===== config.mk =====
export PLATFORM = sky130hd
export DESIGN_NAME = writeback_stage_flat
export DESIGN_NICKNAME = d
export VERILOG_FILES = /design/src/rtl/swt16_pkg.sv /design/src/rtl/writeback_stage_if.sv /design/src/rtl/wb_scoreboard.sv /design/src/rtl/writeback_stage.sv /design/src/flat_wrapper.sv
export SDC_FILE = /design/constraint.sdc
export NUM_CORES = 1
export LEC_CHECK = 0
export ABC_AREA = 0
export BUFFER_PORTS_ARGS = -buffer_cell sky130_fd_sc_hd__buf_2
export CORE_ASPECT_RATIO = 1.75
export CORE_UTILIZATION = 43
export CTS_CLUSTER_DIAMETER = 30
export DETAILED_ROUTE_END_ITERATION = 8
export PLACE_DENSITY = 0.73
export SYNTH_ARGS = -nofsm -noshare
export SYNTH_HDL_FRONTEND = slang
export SYNTH_SLANG_ARGS = --single-unit

===== constraint.sdc =====
create_clock -name clock -period 2.1 [get_ports clock]
set_input_delay 0 -clock clock [delete_from_list [all_inputs] [get_ports clock]]
set_output_delay 0 -clock clock [all_outputs]
set_load 0.005 [all_outputs]

===== src/rtl/swt16_pkg.sv =====
// swt16_pkg: constants and result record shared by the swt16 execute,
// writeback and register-file stages.
//   WORD_WIDTH  - datapath width
//   IDX_WIDTH   - register index width
//   NUM_REGS    - register count (2**IDX_WIDTH)
//   wb_result_t - {valid, idx, data} result carried toward the register file
package swt16_pkg;
  localparam int WORD_WIDTH = 16;
  localparam int IDX_WIDTH  = 4;
  localparam int NUM_REGS   = 1 << IDX_WIDTH;

  typedef struct packed {
    logic                  valid;
    logic [IDX_WIDTH-1:0]  idx;
    logic [WORD_WIDTH-1:0] data;
  } wb_result_t;
endpackage


===== src/rtl/writeback_stage_if.sv =====
// writeback_stage_if: issue, ALU, long-unit and register-file signals of the
// writeback stage.
//   slave  - the writeback stage (consumes issue/results, drives stall,
//            lu_ready, the write port and the busy scoreboard)
//   master - the surrounding pipeline
interface writeback_stage_if;
  import swt16_pkg::*;

  logic                  iss_valid;
  logic [IDX_WIDTH-1:0]  iss_src1_idx;
  logic [IDX_WIDTH-1:0]  iss_src2_idx;
  logic [IDX_WIDTH-1:0]  iss_dst_idx;
  logic                  iss_has_dst;
  logic                  iss_stall;

  logic                  alu_valid;
  logic [IDX_WIDTH-1:0]  alu_dst_idx;
  logic [WORD_WIDTH-1:0] alu_data;

  logic                  lu_valid;
  logic                  lu_ready;
  logic [IDX_WIDTH-1:0]  lu_dst_idx;
  logic [WORD_WIDTH-1:0] lu_data;

  logic                  rf_write;
  logic [IDX_WIDTH-1:0]  rf_dst_idx;
  logic [WORD_WIDTH-1:0] rf_dst;

  logic [NUM_REGS-1:0]   busy;

  modport slave (
    input  iss_valid, iss_src1_idx, iss_src2_idx, iss_dst_idx, iss_has_dst,
    output iss_stall,
    input  alu_valid, alu_dst_idx, alu_data,
    input  lu_valid, lu_dst_idx, lu_data,
    output lu_ready,
    output rf_write, rf_dst_idx, rf_dst,
    output busy
  );

  modport master (
    output iss_valid, iss_src1_idx, iss_src2_idx, iss_dst_idx, iss_has_dst,
    input  iss_stall,
    output alu_valid, alu_dst_idx, alu_data,
    output lu_valid, lu_dst_idx, lu_data,
    input  lu_ready,
    input  rf_write, rf_dst_idx, rf_dst,
    input  busy
  );
endinterface


===== src/rtl/wb_scoreboard.sv =====
// wb_scoreboard: per-register pending-write bits.
//   set_en/set_idx  - mark a register busy (issue accepted with a destination)
//   clr_en/clr_idx  - retire a register (write port fired last cycle)
//   src1/src2/dst   - operands of the instruction being presented
//   hazard          - RAW on either source or WAW on the destination
//   busy            - current scoreboard; bit 0 is always 0
module wb_scoreboard
  import swt16_pkg::*;
(
  input  logic                 clock,
  input  logic                 reset,
  input  logic                 set_en,
  input  logic [IDX_WIDTH-1:0] set_idx,
  input  logic                 clr_en,
  input  logic [IDX_WIDTH-1:0] clr_idx,
  input  logic [IDX_WIDTH-1:0] src1_idx,
  input  logic [IDX_WIDTH-1:0] src2_idx,
  input  logic [IDX_WIDTH-1:0] dst_idx,
  input  logic                 has_dst,
  output logic                 hazard,
  output logic [NUM_REGS-1:0]  busy
);
  logic [NUM_REGS-1:0] busy_q, busy_nxt;

  // Clear is applied before set so a same-index collision leaves the bit set:
  // the new writer still owns the register after the old value lands.
  always_comb begin
    busy_nxt = busy_q;
    if (clr_en) busy_nxt[clr_idx] = 1'b0;
    if (set_en) busy_nxt[set_idx] = 1'b1;
    busy_nxt[0] = 1'b0;
  end

  always_ff @(posedge clock or negedge reset) begin
    if (!reset) busy_q <= '0;
    else        busy_q <= busy_nxt;
  end

  assign busy   = busy_q;
  assign hazard = busy_q[src1_idx] || busy_q[src2_idx] ||
                  (has_dst && busy_q[dst_idx]);
endmodule


===== src/rtl/writeback_stage.sv =====
// writeback_stage: merges single-cycle ALU results with long-unit results
// into one registered register-file write port and tracks pending writes.
//   clock, reset - rising-edge clock, async active-low reset
//   wb (slave)   - issue check/stall, ALU result, long-unit valid/ready,
//                  rf write port, busy scoreboard
// ALU results always win the port; a long-unit result waits in a one-entry
// hold. An age counter bounds how long the hold can be bypassed: at MAX_WAIT
// issue stalls so the ALU pipe drains and the hold gets the port.
module writeback_stage
  import swt16_pkg::*;
#(
  parameter int MAX_WAIT = 3
) (
  input  logic              clock,
  input  logic              reset,
  writeback_stage_if.slave  wb
);
  localparam int AGE_W = $clog2(MAX_WAIT + 1);

  wb_result_t            hold_q, sel_res;
  logic [AGE_W-1:0]      age_q;
  logic                  lu_ready, lu_xfer, wr_en, age_stall, hazard;
  logic                  set_en, iss_stall;
  logic                  rf_write_q;
  logic [IDX_WIDTH-1:0]  rf_dst_idx_q;
  logic [WORD_WIDTH-1:0] rf_dst_q;

  // A hold being drained this cycle (no ALU result) may be refilled at once.
  assign lu_ready = !hold_q.valid || !wb.alu_valid;
  assign lu_xfer  = wb.lu_valid && lu_ready;

  always_comb begin
    sel_res = '0;
    if (wb.alu_valid) begin
      sel_res.valid = 1'b1;
      sel_res.idx   = wb.alu_dst_idx;
      sel_res.data  = wb.alu_data;
    end else if (hold_q.valid) begin
      sel_res = hold_q;
    end
  end

  // r0 results consume their slot (and drain the hold) but never write.
  assign wr_en = sel_res.valid && (sel_res.idx != '0);

  assign age_stall = hold_q.valid && (age_q == AGE_W'(MAX_WAIT));
  assign iss_stall = wb.iss_valid && (hazard || age_stall);
  assign set_en    = wb.iss_valid && !iss_stall && wb.iss_has_dst &&
                     (wb.iss_dst_idx != '0);

  always_ff @(posedge clock or negedge reset) begin
    if (!reset) begin
      hold_q <= '0;
      age_q  <= '0;
    end else begin
      if (lu_xfer) begin
        hold_q.valid <= 1'b1;
        hold_q.idx   <= wb.lu_dst_idx;
        hold_q.data  <= wb.lu_data;
      end else if (!wb.alu_valid) begin
        hold_q.valid <= 1'b0;
      end
      if (lu_xfer)
        age_q <= '0;
      else if (hold_q.valid && wb.alu_valid && (age_q != AGE_W'(MAX_WAIT)))
        age_q <= age_q + 1'b1;
    end
  end

  always_ff @(posedge clock or negedge reset) begin
    if (!reset) begin
      rf_write_q   <= 1'b0;
      rf_dst_idx_q <= '0;
      rf_dst_q     <= '0;
    end else begin
      rf_write_q <= wr_en;
      if (wr_en) begin
        rf_dst_idx_q <= sel_res.idx;
        rf_dst_q     <= sel_res.data;
      end
    end
  end

  // Busy clears on the edge where the register file captures the write.
  wb_scoreboard u_sb (
    .clock    (clock),
    .reset    (reset),
    .set_en   (set_en),
    .set_idx  (wb.iss_dst_idx),
    .clr_en   (rf_write_q),
    .clr_idx  (rf_dst_idx_q),
    .src1_idx (wb.iss_src1_idx),
    .src2_idx (wb.iss_src2_idx),
    .dst_idx  (wb.iss_dst_idx),
    .has_dst  (wb.iss_has_dst),
    .hazard   (hazard),
    .busy     (wb.busy)
  );

  assign wb.iss_stall  = iss_stall;
  assign wb.lu_ready   = lu_ready;
  assign wb.rf_write   = rf_write_q;
  assign wb.rf_dst_idx = rf_dst_idx_q;
  assign wb.rf_dst     = rf_dst_q;
endmodule


===== src/flat_wrapper.sv =====
// flat-port wrapper written by rule: the top's interface ports become plain ports
module writeback_stage_flat import swt16_pkg::*;
#(
  parameter int MAX_WAIT = 3
)
  (clock, reset, wb_iss_valid, wb_iss_src1_idx, wb_iss_src2_idx, wb_iss_dst_idx, wb_iss_has_dst, wb_iss_stall, wb_alu_valid, wb_alu_dst_idx, wb_alu_data, wb_lu_valid, wb_lu_dst_idx, wb_lu_data, wb_lu_ready, wb_rf_write, wb_rf_dst_idx, wb_rf_dst, wb_busy);
  writeback_stage_if wb_i ();
  input  logic clock;
  input  logic reset;
  input wire logic [$bits(wb_i.iss_valid)-1:0] wb_iss_valid;
  input wire logic [$bits(wb_i.iss_src1_idx)-1:0] wb_iss_src1_idx;
  input wire logic [$bits(wb_i.iss_src2_idx)-1:0] wb_iss_src2_idx;
  input wire logic [$bits(wb_i.iss_dst_idx)-1:0] wb_iss_dst_idx;
  input wire logic [$bits(wb_i.iss_has_dst)-1:0] wb_iss_has_dst;
  output wire logic [$bits(wb_i.iss_stall)-1:0] wb_iss_stall;
  input wire logic [$bits(wb_i.alu_valid)-1:0] wb_alu_valid;
  input wire logic [$bits(wb_i.alu_dst_idx)-1:0] wb_alu_dst_idx;
  input wire logic [$bits(wb_i.alu_data)-1:0] wb_alu_data;
  input wire logic [$bits(wb_i.lu_valid)-1:0] wb_lu_valid;
  input wire logic [$bits(wb_i.lu_dst_idx)-1:0] wb_lu_dst_idx;
  input wire logic [$bits(wb_i.lu_data)-1:0] wb_lu_data;
  output wire logic [$bits(wb_i.lu_ready)-1:0] wb_lu_ready;
  output wire logic [$bits(wb_i.rf_write)-1:0] wb_rf_write;
  output wire logic [$bits(wb_i.rf_dst_idx)-1:0] wb_rf_dst_idx;
  output wire logic [$bits(wb_i.rf_dst)-1:0] wb_rf_dst;
  output wire logic [$bits(wb_i.busy)-1:0] wb_busy;
  assign wb_i.iss_valid = wb_iss_valid;
  assign wb_i.iss_src1_idx = wb_iss_src1_idx;
  assign wb_i.iss_src2_idx = wb_iss_src2_idx;
  assign wb_i.iss_dst_idx = wb_iss_dst_idx;
  assign wb_i.iss_has_dst = wb_iss_has_dst;
  assign wb_iss_stall = wb_i.iss_stall;
  assign wb_i.alu_valid = wb_alu_valid;
  assign wb_i.alu_dst_idx = wb_alu_dst_idx;
  assign wb_i.alu_data = wb_alu_data;
  assign wb_i.lu_valid = wb_lu_valid;
  assign wb_i.lu_dst_idx = wb_lu_dst_idx;
  assign wb_i.lu_data = wb_lu_data;
  assign wb_lu_ready = wb_i.lu_ready;
  assign wb_rf_write = wb_i.rf_write;
  assign wb_rf_dst_idx = wb_i.rf_dst_idx;
  assign wb_rf_dst = wb_i.rf_dst;
  assign wb_busy = wb_i.busy;
  writeback_stage #(.MAX_WAIT(MAX_WAIT)) u_core (.clock(clock), .reset(reset), .wb(wb_i));
endmodule

==> results of run 1 <==
[what timing repair did]
| action | 4_1_cts | 5_1_grt |
|---|---|---|
| hold buffers | 35 | 0 |
| endpoints found under the hold margin | 63 | 0 |
| setup endpoints to repair | 1 | 0 |
| resized for setup | 0 | 0 |
| buffers inserted | 1 | 0 |
[power by group]
group          switching, W  total, W  internal (W)  leakage, nW
Clock              0.000503   0.00166       0.00115        0.165
Sequential         0.000286   0.00169       0.00141        0.720
Combinational      0.000591   0.00125      0.000663         1.11
[path summary, 6_finish.rpt]
kind	startpoint	end	slack [ns]	cells past startpoint
hold / removal	wb_alu_data[4]	u_core.wb.rf_dst[4]	0.01	3
max in group asynchronous	reset	u_core.u_sb.busy[11]	1.15	3
setup / recovery	u_core.u_sb.busy[1]	wb_iss_stall	0.11	6
hold reg to reg	u_core.wb.rf_dst[10]	u_core.wb.rf_dst[10]	0.47	2
setup reg to reg	u_core.u_sb.busy[11]	u_core.u_sb.busy[2]	0.11	6
min in group asynchronous	reset	u_core.hold_q[11]	0.25	2
[cells in the mapped netlist, drive strengths merged, types with 2 or more instances]
library cell | n | area share (%)
a222oi | 3 | 0.98
o31ai | 3 | 0.73
mux2 | 26 | 9.5
and3 | 4 | 0.81
mux4 | 8 | 6.1
clkbuf | 13 | 1.6
nor3 | 4 | 0.65
o21ai | 41 | 7.8
nand4 | 2 | 0.41
a221oi | 2 | 0.57
nand3b | 2 | 0.49
o41ai | 2 | 0.81
buf | 4 | 1.1
nor2b | 7 | 1.5
dfrtp | 59 | 48
nand2 | 40 | 5.0
mux2i | 2 | 0.65
nand4b | 2 | 0.57
a22oi | 17 | 4.6
inv | 4 | 0.49
nand2b | 5 | 1.0
nand3 | 7 | 1.3
nor2 | 16 | 2.0
[tightest hold or removal path: cells and delay by family]
kind                   cells  cell delay [ns]
AOI/OAI and AO/OA          2             0.22
buffers and inverters      1             0.08
[cell type report]
type	instances	share of cell area [%]
clock buffers	9	5.19
clock inverters	7	2.68
inverters	4	0.346
multi-input cells	205	34.5
flip-flops and latches	59	34.0
well taps	84	2.42
repair buffers	141	20.9
[state kept, by name, summed over array words and instances (netlist names)]
signal,cells
u_core.hold_q,21
u_core.age_q,2
u_core.wb.rf_dst_idx,4
u_core.wb.rf_dst,16
u_core.wb.rf_write,1
u_core.u_sb.busy,15
[layer usage]
layer | GRT usage, % | vias to the layer above
met5 | 0 | -
met4 | 11.7 | 0
met3 | 5.70 | 16
met2 | 50.1 | 113
met1 | 25.4 | 1378
li1 | - | 1321
[cells by family (layout without fill, tap and decap cells)]
family	count (synthesis)	count (layout)	synth area share, %
adders and majority gates	1	1	0.407
muxes	36	36	16.3
DFF	59	59	48.1
buffers and inverters	21	161	3.22
and+or+nand+nor	93	93	14.7
other	1	1	0.122
AOI/OAI and AO/OA	74	74	17.2
[through the flow]
stage               setup slack, ns  instances
floorplan                     0.295        285
global placement             0.0974        457
detailed placement           0.0432        457
CTS                           0.102        509
global route                0.00417        509
finish                        0.108        509
==> flow_summary.yaml, run 1 <==
status:
  status: "finished, final reports clean"
critical_path:
  worstSetupEndpointType: "output port"
  critPathBufInv: 1
  start_kind: "flop"
  cp_max_fo: 5
  crit_family: "compound AO/OA/AOI/OAI gates"
  slowest_stage: "dfrtp_1"
  cp_slowest_stage_delay_ns: 0.42
  worst_path_most_repeated_cell: "and3_1"
  cp.required_ns: 2.10
  critical_path_class: "flop to output port"
  cp_cell_sequence: "mux2_2 > and3_1 > o41ai_2 > and3_1 > a21boi_0 > buf_2"
  critPathArrivalTime_ns: 1.99
clocking:
  cts_tree: "done"
  clk_pin_slew_ns: 0.05
  cts.path.max_buffers: 2
  htreeDepth: 3
  cts-root-buf: "clkbuf_16"
  clock_latency_ns: 0.32
  clock_sinks: 59
  numCtsBuffers: 9
sta:
  finalClockSkew_ns: 0.00682
  final.period_utilization_pct: 94.9
  worstMarginPinSlew_ns: 0.701
  min_period_ns: 1.99
  relSlewSlack_pct: 53.3
  hold_slack_ns: 0.0125
  setup_viol: 0
  hold_viol_final: 0
  rsz0062_at_grt: "no"
  setup_tns_ns: 0
  fmax_ghz: 0.502
  slew_violations: 0
finish:
  area_delta_synth_final_pct: 41.4
  final_util_pct: 62.9
  final_common_cell: "buf_2"
  layout_common_cells: "95 x buf_2, 59 x dfrtp_1, 39 x nand2_1"
  seqCellArea_um2: 1480
  drive_gt1_share_pct: 40.0
  antennaDiodeCount: 0
  n_fill_cell: 568
  multi_input_area_um2: 1500
  nets: 479
  finalInstanceArea_um2: 4340
flow_run:
  cap_viol_max_count: 0
logic_synthesis:
  synth_edf_count: 0
  syn_nets: 344
  yosys_warnings: 0
  ys.flop_type: "dfrtp_1"
  synthArstFlopShare_pct: 100
  syn_avg_cell_area_um2: 10.8
  ys_ff_latch: 59
  syn_area_um2: 3070
  synth_seq_area_share_pct: 48.1
  yosysUniqueCellTypes: 45
  synth_cells: 285
routing:
  met1Wirelength_um: 3280
  drtIter0Drc: 186
  routed_via_density: 5.56
  highest_layer: "met4"
  dr.pass1.iters: 4
  wire_per_inst_um: 17.9
  dr_wl_met3_um: 452
  routed_wl_um: 9090
  drc_errors: 0
  num_vias: 2828
  ant_nets: 0
  dr_wl_met2_um: 5170
global_route:
  antenna_found_initial: 0
  grt_pass1_wl_um: 14300
  grt-ovfl-total: 0
  grt_pass1_vias: 2948
  grt_max_degree: 32
  track_usage_pct: 26.2
pwr:
  total_leakage_power_nw: 2.00
  ir_drop_mv: 0.571
  p_per_area_nw_per_um2: 1060
  power.total_w: 0.00460
place:
  port_buffers: 95
  place_hpwl_um: 6210
  gp_congestion: 0.956
  placed_cell_area_um2: 3640
die:
  die_y_um: 114
  core_area_um2: 6910
  num_rows: 40
  initial_core_util_pct: 44.5
  fp.dieArea_um2: 7500
  ios: 97
  dieWidth_um: 65.9
hold_path:
  min_path_type: "input pin to flop"
(Power assumes the default switching activity.)
==> run 2, diff against run 1 <==
--- a/config.mk
+++ b/config.mk
@@ -7,11 +7,11 @@
 export LEC_CHECK = 0
 export ABC_AREA = 0
 export BUFFER_PORTS_ARGS = -buffer_cell sky130_fd_sc_hd__buf_2
-export CORE_ASPECT_RATIO = 1.75
 export CORE_UTILIZATION = 43
 export CTS_CLUSTER_DIAMETER = 30
 export DETAILED_ROUTE_END_ITERATION = 8
 export PLACE_DENSITY = 0.73
 export SYNTH_ARGS = -nofsm -noshare
 export SYNTH_HDL_FRONTEND = slang
+export SYNTH_HIERARCHICAL = 1
 export SYNTH_SLANG_ARGS = --single-unit
==> run 2 against run 1 <==
Effect of this change:
- the run now ends with setup timing left
- clock power is 44% lower
- register-to-register slack worse by 0.70 ns
- synthesized cell count is 16% lower
- cell count is 7.3% lower
- total power is 14% lower
- critical endpoint is now u_core/u_sb/busy[6]
==> flow_summary.yaml, run 2 <==
global_route:
  grt_pass1_vias: 2823
  track_usage_pct: 24.7
  grt_pass1_wl_um: 13800
  antenna_found_initial: 0
  grt-ovfl-total: 0
  grt_max_degree: 31
critical_path:
  critical_path_class: "flop to flop"
  worstSetupEndpointType: "flop"
  start_kind: "flop"
  cp_max_fo: 4
  critPathBufInv: 1
  cp.required_ns: 2.35
  cp_slowest_stage_delay_ns: 0.46
  slowest_stage: "mux4_2"
  critPathArrivalTime_ns: 2.94
  crit_family: "simple AND/OR/NAND/NOR gates"
  cp_cell_sequence: "mux4_2 > or3b_1 > o31a_1 > a221o_1 > a21oi_2 > and4_4 > buf_4 > nand3b_1 > o21ai_1"
die:
  num_rows: 30
  dieWidth_um: 85.4
  initial_core_util_pct: 44.3
  fp.dieArea_um2: 7300
  ios: 97
  die_y_um: 85.4
  core_area_um2: 6760
logic_synthesis:
  synthMuxAreaShare_pct: 23.9
  yosys.area_share.simple_pct: 8.82
  synth_area_leaders: "dfrtp_1 49%, mux2_2 8.7%, mux2_4 7.5%"
  syn_avg_cell_area_um2: 12.5
  yosysMostFrequentCell: "dfrtp_1"
  synth_xor_area_share_pct: 0
  yosys_warnings: 6
  syn_area_um2: 2990
  synthArstFlopShare_pct: 100
  synth_compound_area_share_pct: 14.6
  syn_nets: 298
  yosys.area.top_type: "dfrtp_1"
  yosysUniqueCellTypes: 41
  synthAdderAreaFrac_pct: 0.418
  ys_ff_latch: 59
  synth_seq_area_share_pct: 49.3
  synth_cells: 239
  synth_top_family_by_area: "multiplexers"
  ys_top_cells_by_count: "59 x dfrtp_1, 38 x o21ai_0, 23 x mux2_2, 15 x a22o_1, 15 x mux2_4"
  ys.flop_type: "dfrtp_1"
  synthDominantCellAreaShare_pct: 49.3
  synth_edf_count: 0
pwr:
  sw_frac_of_total_pct: 31.1
  comb_power_share_pct: 35.0
  clkPwrFrac_pct: 23.6
  p_int_w: 0.00273
  total_leakage_power_nw: 2.03
  ir_drop_mv: 0.654
  power_frac_seq_pct: 41.4
  net-switching-power_w: 0.00123
  p_per_area_nw_per_um2: 939
finish:
  antennaDiodeCount: 0
  final_util_pct: 62.4
  largest_reg_flops: 21
  layout_common_cells: "95 x buf_2, 59 x dfrtp_1, 27 x dlygate4sd3_1"
  final_common_cell: "buf_2"
  n_fill_cell: 555
  drive_gt1_share_pct: 48.7
  nets: 447
  top_register: "u_core/hold_q"
  area_delta_synth_final_pct: 40.9
place:
  gp_congestion: 0.954
  place_hpwl_um: 5530
  port_buffers: 95
clocking:
  cts-root-buf: "clkbuf_8"
  numCtsBuffers: 9
  clock_latency_ns: 0.33
  clk_pin_slew_ns: 0.06
  cts.path.max_buffers: 2
  htreeDepth: 3
  cts_tree: "done"
  clock_sinks: 59
sta:
  slew_violations: 0
  final.period_utilization_pct: 128
  fmax_ghz: 0.372
  hold_viol_final: 0
  rsz0062_at_grt: "yes"
  setup_viol: 16
  finalClockSkew_ns: 0.00634
  worstMarginPinSlew_ns: 0.687
  hold_slack_ns: 0.0194
  relSlewSlack_pct: 54.2
  min_period_ns: 2.69
  worst_slack_ns: -0.591
routing:
  wire_per_inst_um: 17.7
  drtIter0Drc: 178
  ant_nets: 0
  dr.pass1.iters: 5
  routed_wl_um: 8330
  drc_errors: 0
  num_vias: 2629
  routed_via_density: 5.57
status:
  failed_checks: "setup timing"
  status: "finished with violations"
flow_run:
  cap_viol_max_count: 0
hold_path:
  min_path_type: "input pin to flop"
[run 2: cell count changes in the layout (fill, tap and decap cells not counted), sizes merged, moves of 4 or more]
cell	previous run	this run
buf	106	121
dlygate4sd3	35	27
a22oi	17	4
nand3	7	3
clkbuf	9	13
nor2	16	1
nand2	40	11
mux2	26	38
a22o	1	15
[run 2: through the flow]
stage / TNS (ns) / cells / instance area [µm²] / worst slack [ns] / power (W)
finish: -8.26 / 472 / 4220 / -0.591 / 0.00396
global route: -8.76 / 472 / 4220 / -0.621 / 0.00420
CTS: -7.37 / 472 / 4200 / -0.546 / 0.00394
detailed placement: -7.22 / 427 / 3710 / -0.655 / 0.00292
global placement: -5.33 / 427 / 3710 / -0.496 / 0.00286
floorplan: -3.57 / 239 / 3000 / -0.435 / 0.00224
[run 2: worst paths after layout]
check                           slack (ns)  depth (start not counted)                  end                start
worst max-delay path                 -0.59                          9  u_core/u_sb/busy[6]  u_core/u_sb/busy[8]
worst min-delay path                  0.02                          3  u_core/wb.rf_dst[2]       wb_alu_data[2]
worst max register to register       -0.59                          9  u_core/u_sb/busy[6]  u_core/u_sb/busy[8]
worst min register to register        0.51                          1      u_core/age_q[0]      u_core/age_q[0]
max in group asynchronous             1.23                          3    u_core/hold_q[12]                reset
min in group asynchronous             0.26                          2    u_core/hold_q[13]                reset
[run 2: power groups by stage]
stage                     registers (W)  logic, W  clock network, W
after detailed placement        0.00166   0.00126                 0
after global routing            0.00168   0.00150           0.00102
after CTS                       0.00164   0.00134          0.000958
final                           0.00164   0.00138          0.000935
after floorplan                 0.00164  0.000609                 0
after global placement          0.00164   0.00122                 0
[run 2: layer usage]
| metal | track usage [%] | up-vias | wire (µm) |
|---|---|---|---|
| li1 | - | 1199 | - |
| met1 | 29.5 | 1285 | 3470 |
| met2 | 41.3 | 128 | 4160 |
| met3 | 7.68 | 17 | 544 |
| met4 | 10.6 | 0 | 163 |
| met5 | 0 | - | 0 |
[run 2: worst min-delay path, delay by kind of cell]
kind	cells	cell delay, ns
mux	1	0.13
compound gates	1	0.12
buf+inv	1	0.07
[run 2: logic make-up (layout without fill, tap and decap cells)]
group                      Yosys count  in the layout
DFF                                 59             59
buffers and inverters               16            169
other                                1              1
AOI/OAI and AO/OA                   69             69
adders and majority gates            1              1
muxes                               49             49
and+or+nand+nor                     44             44
[run 2: cell type report]
class | count | area (µm²) | area share [%]
Clock buffer | 13 | 169 | 4.01
Tap cell | 80 | 100 | 2.37
Multi-Input combinational cell | 164 | 1470 | 34.9
Timing Repair Buffer | 148 | 966 | 22.9
Clock inverter | 2 | 10.0 | 0.237
Inverter | 6 | 22.5 | 0.534
Sequential cell | 59 | 1480 | 35.0
[run 2: what timing repair did]
| action | 4_1_cts | 5_1_grt |
|---|---|---|
| resized for setup | 8 | 4 |
| endpoints found under the setup margin | 16 | 16 |
| setup buffers | 3 | 1 |
| hold endpoints to repair | 54 | 0 |
| pin swaps | 2 | 1 |
| hold buffers | 27 | 0 |
